**config.mk**
```make
export PLATFORM = sky130hd
export DESIGN_NAME = siso_frame_sched
export DESIGN_NICKNAME = d
export VERILOG_FILES = /design/src/rtl/siso_pkg.sv /design/src/rtl/siso_lane.sv /design/src/rtl/siso_frame_sched.sv
export SDC_FILE = /design/constraint.sdc
export NUM_CORES = 1
export LEC_CHECK = 0
export CAP_MARGIN = 20
export CORE_MARGIN = 8
export CORE_UTILIZATION = 40
export CTS_BUF_LIST = sky130_fd_sc_hd__clkbuf_4 sky130_fd_sc_hd__clkbuf_8 sky130_fd_sc_hd__clkbuf_16
export CTS_CLUSTER_DIAMETER = 50
export DETAILED_ROUTE_END_ITERATION = 16
export PLACE_DENSITY = 0.67
export SYNTH_ARGS = -nofsm -noshare
export SYNTH_HDL_FRONTEND = slang
export SYNTH_SLANG_ARGS = --single-unit
```
**constraint.sdc**
```tcl
create_clock -name clk -period 4.6 [get_ports clk]
set_clock_uncertainty 0.15 [all_clocks]
set_input_delay 0.69 -clock clk [delete_from_list [all_inputs] [get_ports clk]]
set_output_delay 0.69 -clock clk [all_outputs]
set_load 0.02 [all_outputs]
```
**src/rtl/siso_pkg.sv**
```systemverilog
// siso_pkg: shared types and constants for the serial frame scheduler
//   sched_state_t : scheduler FSM states
//   REQ_CNT       : number of requesters sharing the lane
//   ID_W          : width of a requester index
package siso_pkg;
    typedef enum logic [1:0] {IDLE, SHIFT, GAP} sched_state_t;
    localparam int REQ_CNT = 2;
    localparam int ID_W = 1;
endpackage

```
**src/rtl/siso_lane.sv**
```systemverilog
// siso_lane: N-bit parallel-load shift register driving one serial bit
//   clk, rst  : clock, synchronous active-high reset
//   load      : capture din
//   shift_en  : advance one bit in the direction given by msb_first
//   msb_first : 1 = emit from bit N-1 downwards, 0 = from bit 0 upwards
//   din       : parallel word
//   sout_bit  : current head bit of the register
module siso_lane #(
    parameter int N = 4
) (
    input  logic         clk,
    input  logic         rst,
    input  logic         load,
    input  logic         shift_en,
    input  logic         msb_first,
    input  logic [N-1:0] din,
    output logic         sout_bit
);
    logic [N-1:0] sr;
    always_ff @(posedge clk) begin
        if (rst) sr <= '0;
        else if (load) sr <= din;
        else if (shift_en) sr <= msb_first ? {sr[N-2:0], 1'b0} : {1'b0, sr[N-1:1]};
    end
    assign sout_bit = msb_first ? sr[N-1] : sr[0];
endmodule

```
**src/rtl/siso_frame_sched.sv**
```systemverilog
// siso_frame_sched: round-robin scheduler sharing one serial lane between two requesters
//   clk, rst          : clock, synchronous active-high reset
//   req_valid         : per-requester word offered
//   req_data0/1       : requester words
//   req_msb_first     : per-requester bit order
//   req_ready         : one-hot combinational accept, only in IDLE
//   sout, sout_valid  : serial data and its qualifier
//   frame_start/last  : first / last bit strobes
//   grant_id          : owner of the current or most recent frame
//   busy              : scheduler not idle
module siso_frame_sched
    import siso_pkg::*;
#(
    parameter int N = 4,
    parameter int GAP = 1
) (
    input  logic               clk,
    input  logic               rst,
    input  logic [REQ_CNT-1:0] req_valid,
    input  logic [N-1:0]       req_data0,
    input  logic [N-1:0]       req_data1,
    input  logic [REQ_CNT-1:0] req_msb_first,
    output logic [REQ_CNT-1:0] req_ready,
    output logic               sout,
    output logic               sout_valid,
    output logic               frame_start,
    output logic               frame_last,
    output logic [ID_W-1:0]    grant_id,
    output logic               busy
);
    localparam int CW = $clog2(N);
    sched_state_t state;
    logic [CW-1:0] cnt;
    logic [3:0] gcnt;
    logic rr_last, order, lane_bit, xfer, sel, shifting, last_bit;
    // Contention goes to the requester that did not win last time.
    assign req_ready = (state != IDLE) ? 2'b00 :
                       (&req_valid) ? (rr_last ? 2'b01 : 2'b10) : req_valid;
    assign xfer = |(req_valid & req_ready);
    assign sel = req_ready[1];
    assign shifting = state == SHIFT;
    assign last_bit = shifting && cnt == CW'(N - 1);
    siso_lane #(.N(N)) u_lane (
        .clk(clk),
        .rst(rst),
        .load(xfer),
        .shift_en(shifting),
        .msb_first(order),
        .din(sel ? req_data1 : req_data0),
        .sout_bit(lane_bit)
    );
    always_ff @(posedge clk) begin
        if (rst) begin
            state <= IDLE;
            cnt <= '0;
            gcnt <= '0;
            rr_last <= 1'b1;
            grant_id <= '0;
            order <= 1'b0;
        end else if (state == IDLE) begin
            if (xfer) begin
                state <= SHIFT;
                cnt <= '0;
                rr_last <= sel;
                grant_id <= sel;
                order <= req_msb_first[sel];
            end
        end else if (shifting) begin
            if (last_bit) begin
                state <= (GAP > 0) ? siso_pkg::GAP : IDLE;
                gcnt <= '0;
            end else cnt <= cnt + 1'b1;
        end else begin
            if (gcnt == 4'(GAP - 1)) state <= IDLE;
            else gcnt <= gcnt + 4'd1;
        end
    end
    assign sout = shifting & lane_bit;
    assign sout_valid = shifting;
    assign frame_start = shifting && cnt == '0;
    assign frame_last = last_bit;
    assign busy = state != IDLE;
endmodule

```
==> summary.txt <==
Outcome
  • Run status: completed

Global route
  • Grt ovf: 0
  • Largest net degree at the start of global routing: 15
  • Initial antenna violation count: 0
  • Number of global-route vias before repair: 824
  • Total track usage: 0.104
  • First-pass GRT wire length: 3.51 mm

Floorplanning
  • Initial Util: 0.413
  • Top Ports: 22
  • Die X: 63.3 um
  • Cell Rows: 17
  • Die Ht: 63.3 um
  • Core area: 2170 sq um
  • Die area: 4010 sq um

Worst hold path
  • Worst hold path type: reg2reg

Synthesis
  • Syn_nets: 122
  • Largest family of logic cells by synthesized area: compound AO/OA/AOI/OAI gates
  • Cells after Synth: 104
  • Post-Synth Adder-Cell Area: 0.0559
  • Cell area after synthesis: 896 sq um
  • Post-synth EDFFs: 0
  • Syn_area_per_cell: 8.61 sq um
  • Mux contribution to synthesized area: 0.0475
  • Yosys reg bits: 15
  • Async SR Flop Fraction: 0
  • Simple-Gate Fraction of Synth Area: 0.209
  • Synth Area in Compound Gates: 0.263
  • Number of synthesis warnings: 0
  • Sequential area share after synthesis: 0.335
  • Distinct cell type count after synthesis: 42
  • Synth Flop Type: dfxtp_1
  • XOR/XNOR share of the synthesized area: 0.00978

CTS
  • CTS HTree Levels: 1
  • CTS tree: built
  • Setup bufs post-CTS: 0
  • CTS root buf: clkbuf_4
  • Hold buffers post-CTS: 0
  • Sink Count: 15
  • Worst-path clk slew: 0.08 ns
  • Clock latency at the later pin of the worst-skew pair: 0.28 ns
  • Clock buffer depth: 2
  • Resize count post-CTS: 0
  • Number of buffers created by CTS: 3

Placed design
  • Detailed-placement wirelength estimate: 1.60 mm
  • Inst Count DP: 149
  • Pre-CTS setup slack: 1.38 ns
  • Final GP Congestion: 0.784
  • Number of port buffers: 21

Routing
  • Via density: 5.48
  • DR pass1 iterations: 4
  • Starting DRT DRC Count: 12
  • Antenna viol nets, final: 0
  • Routed wire length: 2.05 mm
  • Via count: 838
  • Avg WL per Cell: 13.4 um
  • # DRC: 0

Worst setup path
  • Worst Setup EP: req_ready[1]
  • Critical path's slowest cell: clkdlybuf4s50_1
  • FF-to-FF Start: state[1]
  • CP Cell Sequence: clkdlybuf4s50_1 > a21boi_4 > nand2_1 > inv_1 > clkdlybuf4s50_1
  • CP Launch Type: input pin
  • Req. time, crit path: 3.76 ns
  • Reg2reg setup slack: 2.58 ns
  • Worst r2r dst: u_lane.sr[3]
  • Crit. Startpoint: req_valid[0]
  • Worst Setup End Kind: output port
  • Worst Reg2Reg Path Length in Cells: 4
  • Crit path DAT: 2.37 ns
  • Crit-path most repeated cell: clkdlybuf4s50_1
  • Crit path max fanout: 8
  • CP Class: in2out
  • Crit path largest cell delay: 0.60 ns

Pwr
  • Sw frac: 0.272
  • Design internal power: 211 uW
  • Reg power frac: 0.498
  • Comb pwr share: 0.222
  • Pwr dens: 253 nW/um^2
  • Clk pwr share: 0.281
  • Leak Pwr: 0.000441 uW
  • VDD IR max: 0.000180 V
  • Switching pwr: 78.9 uW

Job
  • MaxCap Viol Count: 0

Finish
  • ANT cells: 0
  • Commonest non-fill, non-tap cell in the layout: clkdlybuf4s50_1
  • Number of fill cells in the layout: 220
  • Area Growth Syn to Fin: 27.7%
  • Commonest non-fill, non-tap cells in the layout: 21 x clkdlybuf4s50_1, 15 x dfxtp_1, 14 x a21oi_1
  • Nets: 144
  • Final std cells w/o fill: 153
  • Layout cells sized above 1: 0.0800

STA
  • Unrepaired setup endpoints after global routing: false
  • Slew @ Worst Pin: 0.610 ns
  • Tmin final: 3.21 ns
  • F_max: 311 MHz
  • Setup TNS: 0 ns
  • Hold WS: 0.340 ns
  • Crit share post-route: 0.698
  • Slew HR: 0.592
  • Max Transition Viols Final: 0
  • PnR worst setup slack: 1.39 ns
  • Final hold vios: 0
  • Final setup vio count: 0
[per-stage QoR]
stage	util	power, uW	area (sq um)
floorplan	-	184	896
global placement	0.513	211	1110
detailed placement	0.513	211	1110
CTS	0.527	292	1140
global route	0.527	304	1140
finish	0.527	290	1140
[Yosys cell counts, types with 2 or more instances]
master	n	area (sq um)
a211o_1	2	17.5
nand3_1	4	20.0
a311oi_1	3	26.3
mux2i_1	2	20.0
nand2_1	3	11.3
o221a_1	2	22.5
nand3b_1	2	15.0
o21ai_0	2	10.0
a21oi_1	14	70.1
dfxtp_1	15	300
o21ai_1	2	10.0
ha_1	4	50.1
nand2b_1	4	25.0
o221ai_1	2	17.5
nand4_1	3	18.8
nor2_1	4	15.0
inv_1	9	33.8
o211ai_1	2	15.0
o22ai_1	2	12.5
[registers in the layout, summed over array words and instances, names as in the netlist]
register and flops:
gcnt 4, u_lane.sr 4, cnt 2, state 2, grant_id 1, order 1
rr_last 1
[power groups by stage]
stage          registers (uW)  clock network (uW)  logic [uW]
2_1_floorplan             146                   0        38.1
3_3_place_gp              147                   0        64.1
3_5_place_dp              147                   0        64.3
4_1_cts                   144                83.6        64.8
5_1_grt                   145                88.9        70.1
6_report                  144                81.3        64.2
[cells by family after synthesis]
| logic type | count (synthesis) |
|---|---|
| fa+ha+maj | 4 |
| compound gates | 34 |
| xor+xnor | 1 |
| flops | 15 |
| mux | 4 |
| simple gates | 31 |
| buf+inv | 15 |
[worst max-delay path: cells and delay by family]
| family | cells | cell delay, ns |
|---|---|---|
| and+or+nand+nor | 1 | 0.12 |
| buffers and inverters | 3 | 1.24 |
| AOI/OAI and AO/OA | 1 | 0.31 |
[per-layer routing]
metal | global-route usage | wire length (um) | up-vias
met4 | 0.0501 | 35 | 0
met1 | 0.123 | 932 | 379
met5 | 0 | 0 | -
met2 | 0.169 | 953 | 28
met3 | 0.0265 | 124 | 4
li1 | - | - | 427
[how the worst min path moves through the flow]
stage	start	to	slack (ns)	cells after the start
2_1_floorplan	cnt[1]	cnt[1]	0.32	2
5_1_grt	cnt[1]	cnt[1]	0.38	2
6_report	grant_id	grant_id	0.34	2
4_1_cts	grant_id	grant_id	0.35	2
3_5_place_dp	grant_id	grant_id	0.34	2
3_3_place_gp	grant_id	grant_id	0.34	2
[area by class of cell]
type	instances	area (sq um)	share of cell area
Tap cell	28	35.0	0.0306
Sequential cell	15	300	0.263
Inverter	11	43.8	0.0383
Clock buffer	4	30.0	0.0263
Multi-Input combinational cell	74	524	0.458
Timing Repair Buffer	21	210	0.184
Note: power is estimated with default switching activity, not from simulation.
